**src/rtl/pipe_ctrl_if.sv**
```systemverilog
// ID/EX control handshake bundle between the pipeline datapath (master) and pipe_ctrl_unit (slave).
// With CTRL_JAL_EN defined, the bundle also carries ex_link.
interface pipe_ctrl_if #(
    parameter int OP_W    = 6,
    parameter int FN_W    = 6,
    parameter int RA_W    = 5,
    parameter int ALUOP_W = 4
);
    logic               id_valid;
    logic [OP_W-1:0]    id_op;
    logic [FN_W-1:0]    id_funct;
    logic [RA_W-1:0]    id_rs;
    logic [RA_W-1:0]    id_rt;
    logic               ex_flush;
    logic               stall;
    logic               ex_valid;
    logic               ex_seldst;
    logic               ex_alusrc;
    logic               ex_memtoreg;
    logic               ex_regwrite;
    logic               ex_memread;
    logic               ex_memwrite;
    logic               ex_branch;
    logic               ex_jump;
    logic [ALUOP_W-1:0] ex_aluop;
    logic [RA_W-1:0]    ex_rt;
    logic               md_busy;
`ifdef CTRL_JAL_EN
    logic               ex_link;
`endif

    modport master (
`ifdef CTRL_JAL_EN
        input  ex_link,
`endif
        output id_valid, id_op, id_funct, id_rs, id_rt, ex_flush,
        input  stall, ex_valid, ex_seldst, ex_alusrc, ex_memtoreg, ex_regwrite,
               ex_memread, ex_memwrite, ex_branch, ex_jump, ex_aluop, ex_rt, md_busy
    );

    modport slave (
`ifdef CTRL_JAL_EN
        output ex_link,
`endif
        input  id_valid, id_op, id_funct, id_rs, id_rt, ex_flush,
        output stall, ex_valid, ex_seldst, ex_alusrc, ex_memtoreg, ex_regwrite,
               ex_memread, ex_memwrite, ex_branch, ex_jump, ex_aluop, ex_rt, md_busy
    );
endinterface

```
**src/rtl/pipe_ctrl_unit.sv**
```systemverilog
// Pipelined control unit: ID decode, ID/EX control register, load-use and mult/div stall, flush bubbles.
// Optional macro CTRL_JAL_EN adds jal decode and the registered ex_link output.
module pipe_ctrl_unit #(
    parameter int OP_W    = 6,
    parameter int FN_W    = 6,
    parameter int RA_W    = 5,
    parameter int ALUOP_W = 4,
    parameter int MD_LAT  = 4
) (
    input logic          clk,
    input logic          rst,
    pipe_ctrl_if.slave   bus
);
    localparam logic [OP_W-1:0] OP_R   = OP_W'(6'b000000);
    localparam logic [OP_W-1:0] OP_LW  = OP_W'(6'b100011);
    localparam logic [OP_W-1:0] OP_SW  = OP_W'(6'b101011);
    localparam logic [OP_W-1:0] OP_BEQ = OP_W'(6'b000100);
    localparam logic [OP_W-1:0] OP_J   = OP_W'(6'b000010);
`ifdef CTRL_JAL_EN
    localparam logic [OP_W-1:0] OP_JAL = OP_W'(6'b000011);
`endif
    localparam logic [FN_W-1:0] FN_MULT  = FN_W'(6'b011000);
    localparam logic [FN_W-1:0] FN_MULTU = FN_W'(6'b011001);
    localparam logic [FN_W-1:0] FN_DIV   = FN_W'(6'b011010);
    localparam logic [FN_W-1:0] FN_DIVU  = FN_W'(6'b011011);

    localparam int              CNT_W   = (MD_LAT > 1) ? $clog2(MD_LAT) : 1;
    localparam logic [CNT_W-1:0] MD_LOAD = CNT_W'(MD_LAT - 1);

    // Control vector bit order: {seldst, alusrc, memtoreg, regwrite, memread, memwrite, branch, jump}
    logic [7:0]         ctl_d;
    logic [ALUOP_W-1:0] aluop_d;
    logic               uses_rt;
    logic               is_md;
    logic               load_use;
    logic               stall_c;

    logic [7:0]         ctl_p1;
    logic [ALUOP_W-1:0] aluop_p1;
    logic [RA_W-1:0]    rt_p1;
    logic               vld_p1;
    logic [CNT_W-1:0]   md_cnt;
`ifdef CTRL_JAL_EN
    logic               link_d;
    logic               link_p1;
`endif

    always_comb begin
        ctl_d   = 8'b0000_0000;
        aluop_d = '0;
`ifdef CTRL_JAL_EN
        link_d  = 1'b0;
`endif
        case (bus.id_op)
            OP_R:   begin ctl_d = 8'b1001_0000; aluop_d = ALUOP_W'(4'b0000); end
            OP_LW:  begin ctl_d = 8'b0111_1000; aluop_d = ALUOP_W'(4'b0011); end
            OP_SW:  begin ctl_d = 8'b0100_0100; aluop_d = ALUOP_W'(4'b1011); end
            OP_BEQ: begin ctl_d = 8'b0000_0010; aluop_d = ALUOP_W'(4'b0100); end
            OP_J:   begin ctl_d = 8'b0000_0001; aluop_d = ALUOP_W'(4'b0010); end
`ifdef CTRL_JAL_EN
            OP_JAL: begin ctl_d = 8'b0001_0001; aluop_d = ALUOP_W'(4'b0010); link_d = 1'b1; end
`endif
            default: ;
        endcase
    end

    assign uses_rt = (bus.id_op == OP_R) || (bus.id_op == OP_SW) || (bus.id_op == OP_BEQ);
    assign is_md   = (bus.id_op == OP_R) &&
                     (bus.id_funct inside {FN_MULT, FN_MULTU, FN_DIV, FN_DIVU});

    // A load in EX whose destination is read by the ID instruction must wait one cycle;
    // $0 never carries a real dependency.
    assign load_use = bus.id_valid && vld_p1 && ctl_p1[3] && (rt_p1 != '0) &&
                      ((rt_p1 == bus.id_rs) || (uses_rt && (rt_p1 == bus.id_rt)));
    assign stall_c  = (load_use || (md_cnt != '0)) && !bus.ex_flush;

    // ID -> EX boundary
    always_ff @(posedge clk) begin
        if (rst || bus.ex_flush) begin
            ctl_p1   <= '0;
            aluop_p1 <= '0;
            rt_p1    <= '0;
            vld_p1   <= 1'b0;
            md_cnt   <= '0;
`ifdef CTRL_JAL_EN
            link_p1  <= 1'b0;
`endif
        end else if (stall_c) begin
            ctl_p1   <= '0;
            aluop_p1 <= '0;
            rt_p1    <= '0;
            vld_p1   <= 1'b0;
            if (md_cnt != '0) md_cnt <= md_cnt - 1'b1;
`ifdef CTRL_JAL_EN
            link_p1  <= 1'b0;
`endif
        end else begin
            vld_p1   <= bus.id_valid;
            ctl_p1   <= bus.id_valid ? ctl_d : 8'b0000_0000;
            aluop_p1 <= bus.id_valid ? aluop_d : '0;
            rt_p1    <= bus.id_valid ? bus.id_rt : '0;
`ifdef CTRL_JAL_EN
            link_p1  <= bus.id_valid && link_d;
`endif
            if (bus.id_valid && is_md) md_cnt <= MD_LOAD;
            else if (md_cnt != '0)     md_cnt <= md_cnt - 1'b1;
        end
    end

    assign bus.stall       = stall_c;
    assign bus.md_busy     = (md_cnt != '0);
    assign bus.ex_valid    = vld_p1;
    assign bus.ex_seldst   = ctl_p1[7];
    assign bus.ex_alusrc   = ctl_p1[6];
    assign bus.ex_memtoreg = ctl_p1[5];
    assign bus.ex_regwrite = ctl_p1[4];
    assign bus.ex_memread  = ctl_p1[3];
    assign bus.ex_memwrite = ctl_p1[2];
    assign bus.ex_branch   = ctl_p1[1];
    assign bus.ex_jump     = ctl_p1[0];
    assign bus.ex_aluop    = aluop_p1;
    assign bus.ex_rt       = rt_p1;
`ifdef CTRL_JAL_EN
    assign bus.ex_link     = link_p1;
`endif
endmodule

```
**src/flat_wrapper.sv**
```systemverilog
// flat-port wrapper written by rule: the top's interface ports become plain ports
module pipe_ctrl_unit_flat 
#(
    parameter int OP_W    = 6,
    parameter int FN_W    = 6,
    parameter int RA_W    = 5,
    parameter int ALUOP_W = 4,
    parameter int MD_LAT  = 4
)
  (clk, rst, bus_id_valid, bus_id_op, bus_id_funct, bus_id_rs, bus_id_rt, bus_ex_flush, bus_stall, bus_ex_valid, bus_ex_seldst, bus_ex_alusrc, bus_ex_memtoreg, bus_ex_regwrite, bus_ex_memread, bus_ex_memwrite, bus_ex_branch, bus_ex_jump, bus_ex_aluop, bus_ex_rt, bus_md_busy);
  pipe_ctrl_if #(.OP_W(OP_W), .FN_W(FN_W), .RA_W(RA_W), .ALUOP_W(ALUOP_W)) bus_i ();
  input logic clk;
  input logic rst;
  input wire logic [$bits(bus_i.id_valid)-1:0] bus_id_valid;
  input wire logic [$bits(bus_i.id_op)-1:0] bus_id_op;
  input wire logic [$bits(bus_i.id_funct)-1:0] bus_id_funct;
  input wire logic [$bits(bus_i.id_rs)-1:0] bus_id_rs;
  input wire logic [$bits(bus_i.id_rt)-1:0] bus_id_rt;
  input wire logic [$bits(bus_i.ex_flush)-1:0] bus_ex_flush;
  output wire logic [$bits(bus_i.stall)-1:0] bus_stall;
  output wire logic [$bits(bus_i.ex_valid)-1:0] bus_ex_valid;
  output wire logic [$bits(bus_i.ex_seldst)-1:0] bus_ex_seldst;
  output wire logic [$bits(bus_i.ex_alusrc)-1:0] bus_ex_alusrc;
  output wire logic [$bits(bus_i.ex_memtoreg)-1:0] bus_ex_memtoreg;
  output wire logic [$bits(bus_i.ex_regwrite)-1:0] bus_ex_regwrite;
  output wire logic [$bits(bus_i.ex_memread)-1:0] bus_ex_memread;
  output wire logic [$bits(bus_i.ex_memwrite)-1:0] bus_ex_memwrite;
  output wire logic [$bits(bus_i.ex_branch)-1:0] bus_ex_branch;
  output wire logic [$bits(bus_i.ex_jump)-1:0] bus_ex_jump;
  output wire logic [$bits(bus_i.ex_aluop)-1:0] bus_ex_aluop;
  output wire logic [$bits(bus_i.ex_rt)-1:0] bus_ex_rt;
  output wire logic [$bits(bus_i.md_busy)-1:0] bus_md_busy;
  assign bus_i.id_valid = bus_id_valid;
  assign bus_i.id_op = bus_id_op;
  assign bus_i.id_funct = bus_id_funct;
  assign bus_i.id_rs = bus_id_rs;
  assign bus_i.id_rt = bus_id_rt;
  assign bus_i.ex_flush = bus_ex_flush;
  assign bus_stall = bus_i.stall;
  assign bus_ex_valid = bus_i.ex_valid;
  assign bus_ex_seldst = bus_i.ex_seldst;
  assign bus_ex_alusrc = bus_i.ex_alusrc;
  assign bus_ex_memtoreg = bus_i.ex_memtoreg;
  assign bus_ex_regwrite = bus_i.ex_regwrite;
  assign bus_ex_memread = bus_i.ex_memread;
  assign bus_ex_memwrite = bus_i.ex_memwrite;
  assign bus_ex_branch = bus_i.ex_branch;
  assign bus_ex_jump = bus_i.ex_jump;
  assign bus_ex_aluop = bus_i.ex_aluop;
  assign bus_ex_rt = bus_i.ex_rt;
  assign bus_md_busy = bus_i.md_busy;
  pipe_ctrl_unit #(.OP_W(OP_W), .FN_W(FN_W), .RA_W(RA_W), .ALUOP_W(ALUOP_W), .MD_LAT(MD_LAT)) u_core (.clk(clk), .rst(rst), .bus(bus_i));
endmodule
```
**config.mk**
```make
export PLATFORM = sky130hd
export DESIGN_NAME = pipe_ctrl_unit_flat
export DESIGN_NICKNAME = d
export VERILOG_FILES = /design/src/rtl/pipe_ctrl_if.sv /design/src/rtl/pipe_ctrl_unit.sv /design/src/flat_wrapper.sv
export SDC_FILE = /design/constraint.sdc
export NUM_CORES = 1
export LEC_CHECK = 0
export ABC_AREA = 1
export CAP_MARGIN = 10
export CORE_MARGIN = 1.5
export CORE_UTILIZATION = 35
export CTS_CLUSTER_SIZE = 8
export DETAILED_ROUTE_END_ITERATION = 12
export HOLD_SLACK_MARGIN = 0.05
export PLACE_DENSITY_LB_ADDON = 0.08
export SYNTH_ARGS = -nofsm -noshare
export SYNTH_HDL_FRONTEND = slang
export SYNTH_SLANG_ARGS = --single-unit
```
**constraint.sdc**
```tcl
create_clock -name clk -period 2.6 [get_ports clk]
set_input_delay 0.39 -clock clk [delete_from_list [all_inputs] [get_ports clk]]
set_output_delay 0.39 -clock clk [all_outputs]
set_load 0.01 [all_outputs]
```
Word level (Yosys, flattened, before mapping)
Cells that the tools add are included.

cells by class
  equality and inequality tests = 10
  $add $sub $neg = 1
  reduce and logical (&&, ||, !) cells = 20
  muxes and demuxes = 5
  bitwise operators = 1

operator list
  operator                                           count
  case mux 8 bit (5 select lines)                    1
  == test 6 x 5 -> 1 bit (second input constant)     4
  case mux 4 bit (4 select lines)                    1
  == test 6 bit (second input constant)              2
  == test 5 bit                                      2
  logical AND 1 bit                                  8
  == test 6 x 2 -> 1 bit (second input constant)     1
  == test 6 x 3 -> 1 bit (second input constant)     1
  logical NOT 6 bit                                  1
  two-way mux 2 bit                                  3
  logical OR 1 bit                                   5
  nonzero test 5 bit                                 1
  nonzero test 4 bit                                 1
  OR reduction 3 bit                                 1
  nonzero test 2 bit                                 1
  OR reduction 2 bit                                 1
  subtractor 2 x 1 -> 2 bit (second input constant)  1
  logical NOT 1 bit                                  1
  NOT 1 bit                                          1

storage, ports and cells
  bits in registers = 20
  input bits = 26

Longest topological paths before layout
  word-level depth = 9
  gate-level depth with buffers = 13
  depth with buffers taken out = 12

Worst setup path before layout
No wires, ideal clock.

  path kind = input-to-output
  from = input port bus_id_rs[1]
  to = output port bus_stall
  arrival time = 1.092 ns
  buffers on the path = 0
  data required time = 2.210 ns
  stages on the path = 8
  setup slack = 1.118 ns
  cell sequence = or2_0 a21oi_1 nand3_1 nand2_1 nand2_1 nand2_2 nand2_4 inv_1

between the ends
  cells in the longest elaborated chain, start to end = 5

ends and longest elaborated chain
  item               RTL line              source
  start, declared    flat_wrapper.sv:17    input wire logic [$bits(bus_i.id_rs)-1:0] bus_id_rs;
  == test 5 bit      pipe_ctrl_unit.sv:74  ((rt_p1 == bus.id_rs) || (uses_rt && (rt_p1 == bus.id_rt)));
  logical OR 1 bit   pipe_ctrl_unit.sv:74
  logical AND 1 bit  pipe_ctrl_unit.sv:73  assign load_use = bus.id_valid && vld_p1 && ctl_p1[3] && (rt_p1 != '0) &&
  logical OR 1 bit   pipe_ctrl_unit.sv:75  assign stall_c = (load_use || (md_cnt != '0)) && !bus.ex_flush;
  logical AND 1 bit  pipe_ctrl_unit.sv:75
  end, declared      flat_wrapper.sv:20    output wire logic [$bits(bus_i.stall)-1:0] bus_stall;

No other way between the ends.

Final worst setup path
  from = input port bus_id_op[4]
  to = output port bus_stall

between the ends
  cells in the longest elaborated chain, start to end = 8
  elaborated cells between the ends (all ways) = 10
  classes of those cells = eq/ne (2); reduce/logical (8)

ends and longest elaborated chain
  item                                                RTL line              source
  start, declared                                     flat_wrapper.sv:15    input wire logic [$bits(bus_i.id_op)-1:0] bus_id_op;
  == test 6 bit or logical NOT 6 bit (tied branches)  pipe_ctrl_unit.sv:67  assign uses_rt = (bus.id_op == OP_R) || (bus.id_op == OP_SW) || (bus.id_op == OP_BEQ);
  logical OR 1 bit                                    pipe_ctrl_unit.sv:67
  logical OR 1 bit *                                  pipe_ctrl_unit.sv:67
  logical AND 1 bit *                                 pipe_ctrl_unit.sv:74
  logical OR 1 bit *                                  pipe_ctrl_unit.sv:74
  logical AND 1 bit *                                 pipe_ctrl_unit.sv:73
  logical OR 1 bit *                                  pipe_ctrl_unit.sv:75
  logical AND 1 bit *                                 pipe_ctrl_unit.sv:75

Mark *: on every way between the ends. The rest lies on a longest branch, timed or not.

==> summary.txt <==
Floorplan
  – Ports: between 40 and 50
  – Die width: 53.2 microns
  – Row count: 18
  – Core ar.: 0.00243 sq mm
  – Initial Util: 0.363
  – Die height: 53.2 microns
  – Die area: about 0.0028 sq mm

STA
  – Worst slew pin tran: about 0.43 ns
  – Fmax: roughly 460 MHz
  – Max-slew violations: 0
  – Slew headroom: 0.708
  – Final hold violations: 0
  – Setup TNS: 0 ns
  – Final period util: 0.828
  – Period minus WS final: between 2 and 2.5 ns
  – Final Skew: about 0.0011 ns
  – Setup Viol. Count Final: 0
  – RSZ-0062 raised after global routing: no

Detailed routing
  – Initial DRC Count: 7
  – Total wire length: ~1800 microns
  – Drc violations: 0
  – Average vias per placed instance: around 4.2
  – ANT nets after route: 0
  – Routed length per instance: 9.69 microns
  – DR pass1 iterations: 4
  – Vias: 798

Power
  – Switching power: around 0.13 mW
  – Largest vdd supply drop: ~0.29 mV
  – Power share of the sequential group: 0.565
  – Switch share: 0.240
  – Static leakage: around 0.64 nW
  – Power Density: approximately 400 mW/mm^2
  – Int Pwr: 0.400 mW
  – Clock power share: 0.280
  – Total power draw: 0.526 mW
  – Comb pwr share: 0.155

Finish
  – Non-filler cells, final: between 150 and 200
  – Post-route cell area: between 0.001 and 0.0015 sq mm
  – Inserted Diodes: 0
  – Layout cells sized above 1: 0.125
  – NumNets Final: 187
  – Util after Layout: 0.557
  – Area Overhead vs Synth: 53.3%
  – Filler cells: about 250

Clock tree
  – H-tree levels: 1
  – Worst-Skew Late Latency: ~0.29 ns
  – # clock sinks: 19
  – Post-CTS setup buffer count: 0
  – Root buffer cell: clkbuf_4
  – Post-CTS Hold Buffers: 0
  – CTS resizes: 0
  – Num CTS Buffers: 3
  – TritonCTS clock tree: yes
  – Clock Path Buffers: 2
  – Reg clk slew, reported paths: between 0.1 and 0.15 ns

Critical path
  – Worst setup SP type: input pin
  – CP max FO: 4
  – Worst path arrival time: roughly 1.8 ns
  – CP Capture Type: output port
  – CP Class: in2out
  – Worst EP required: between 2 and 2.5 ns

Synthesis
  – Synth Area per Inst: slightly below 8 sq um
  – Register area share after synthesis: 0.431
  – #FFs+latches synth: 19
  – Area leader, netlist: dfxtp_1
  – Cell variety after synth: 23
  – Synthesized instance count: about 120
  – Main area contributors after synthesis: dfxtp_1 (43%), inv_1 (9.3%), nand2_1 (8.9%)
  – Warnings from Yosys: 0
  – Share of the synthesized area in the top cell type: 0.431
  – Syn nets: ~140
  – Mapped cell area: 883 sq um

GRT
  – Initial antenna violation count: 0
  – Number of global-route vias before repair: 720
  – Pin count of the biggest net entering global routing: 14
  – Gr usage total: 0.144
  – First-pass GRT wire length: roughly 2900 microns
  – Grt total ovfl: 0

Placed design
  – Placed Area: around 0.0013 sq mm
  – Global placement routability congestion: ~0.74
  – I/O Buffers: 43
  – Placed Cells: about 190
  – Detailed-placement wirelength estimate: around 1500 microns

Run status
  – Status: complete, no violations

Run
  – Max-Cap Viols: 0

Hold path
  – Worst min path class: reg2reg
worst max-delay path, cell delays in order:
cell and delay (ns):
clkdlybuf4s50_1 0.44, nor2_1 0.15, nand3_1 0.12, nand2_1 0.11
nand3_2 0.07, nand2_1 0.07, nand2_1 0.06, nand2_2 0.07
nand2_4 0.07, inv_1 0.05, dlymetal6s2s_1 0.14
cells in the mapped netlist, drive strengths merged:
cell type   n
buf         2
o21ai       1
nand2      24
dfxtp      19
a21oi       4
nand3       5
nor2       22
nand3b      1
nor3        1
nand4       2
inv        23
xor2        5
or2         2
xnor2       2
nor4        2
power groups by stage:
| stage | Clock, mW | Combinational [mW] | Sequential (mW) |
|---|---|---|---|
| 2_1_floorplan | 0 | 0.0331 | 0.305 |
| 3_3_place_gp | 0 | 0.0812 | 0.304 |
| 3_5_place_dp | 0 | 0.0818 | 0.304 |
| 4_1_cts | 0.157 | 0.0824 | 0.297 |
| 5_1_grt | 0.170 | 0.0902 | 0.298 |
| 6_report | 0.147 | 0.0815 | 0.297 |
sequential cells by signal, summed over array words and instances (netlist names):
register             count
u_core.ctl_p1            7
u_core.bus.ex_rt         5
u_core.bus.ex_aluop      4
u_core.md_cnt            2
u_core.bus.ex_valid      1
cell usage in the layout (no fill, tap or decap), types with 2 or more instances in the layout:
cell type	count
clkbuf_4	3
nand2_4	2
nor4_1	2
xnor2_1	2
dfxtp_1	19
clkdlybuf4s50_1	42
nand2_1	21
nor2_2	8
a21oi_1	4
inv_1	22
nand3_1	3
nand4_1	2
nor2_1	13
nand3_2	2
xor2_1	5
layer usage:
| layer | global-route usage | wire (microns) | vias to the layer above |
|---|---|---|---|
| met5 | 0 | 0 | - |
| met4 | 0.0513 | 15 | 0 |
| met3 | 0.0339 | 100 | 2 |
| met2 | 0.247 | 923 | 20 |
| met1 | 0.173 | 801 | 343 |
| li1 | - | - | 433 |
through the flow:
stage               worst slack [ns]  hold slack [ns]
finish                         0.446            0.481
global route                   0.263            0.520
CTS                           0.0487            0.488
detailed placement            0.0542            0.472
global placement              0.0861            0.457
floorplan                       1.12            0.446
final cells by class:
| cell class | count | area [sq um] | area share |
|---|---|---|---|
| clock buffers | 3 | 22.5 | 0.0166 |
| clock inverters | 1 | 5.00 | 0.00370 |
| inverters | 23 | 86.3 | 0.0638 |
| multi-input cells | 71 | 389 | 0.287 |
| flip-flops and latches | 19 | 380 | 0.281 |
| well taps | 30 | 37.5 | 0.0277 |
| repair buffers | 43 | 433 | 0.320 |
path summary, 6_finish.rpt:
kind / from / endpoint / slack, ns / cells past startpoint
setup reg to reg: u_core.bus.ex_rt[1] / u_core.bus.ex_aluop[1] / 1.09 / 9
hold / removal: u_core.md_cnt[1] / u_core.md_cnt[1] / 0.48 / 2
setup / recovery: bus_id_op[4] / bus_stall / 0.45 / 11
hold reg to reg: u_core.md_cnt[1] / u_core.md_cnt[1] / 0.48 / 2
kinds of logic after synthesis:
logic type | share of synthesized area
buffers and inverters | 0.129
xor gates and xnor gates | 0.0694
AOI/OAI and AO/OA | 0.0283
and+or+nand+nor | 0.343
DFF | 0.431
No activity file was read; power rests on OpenSTA's default activity.
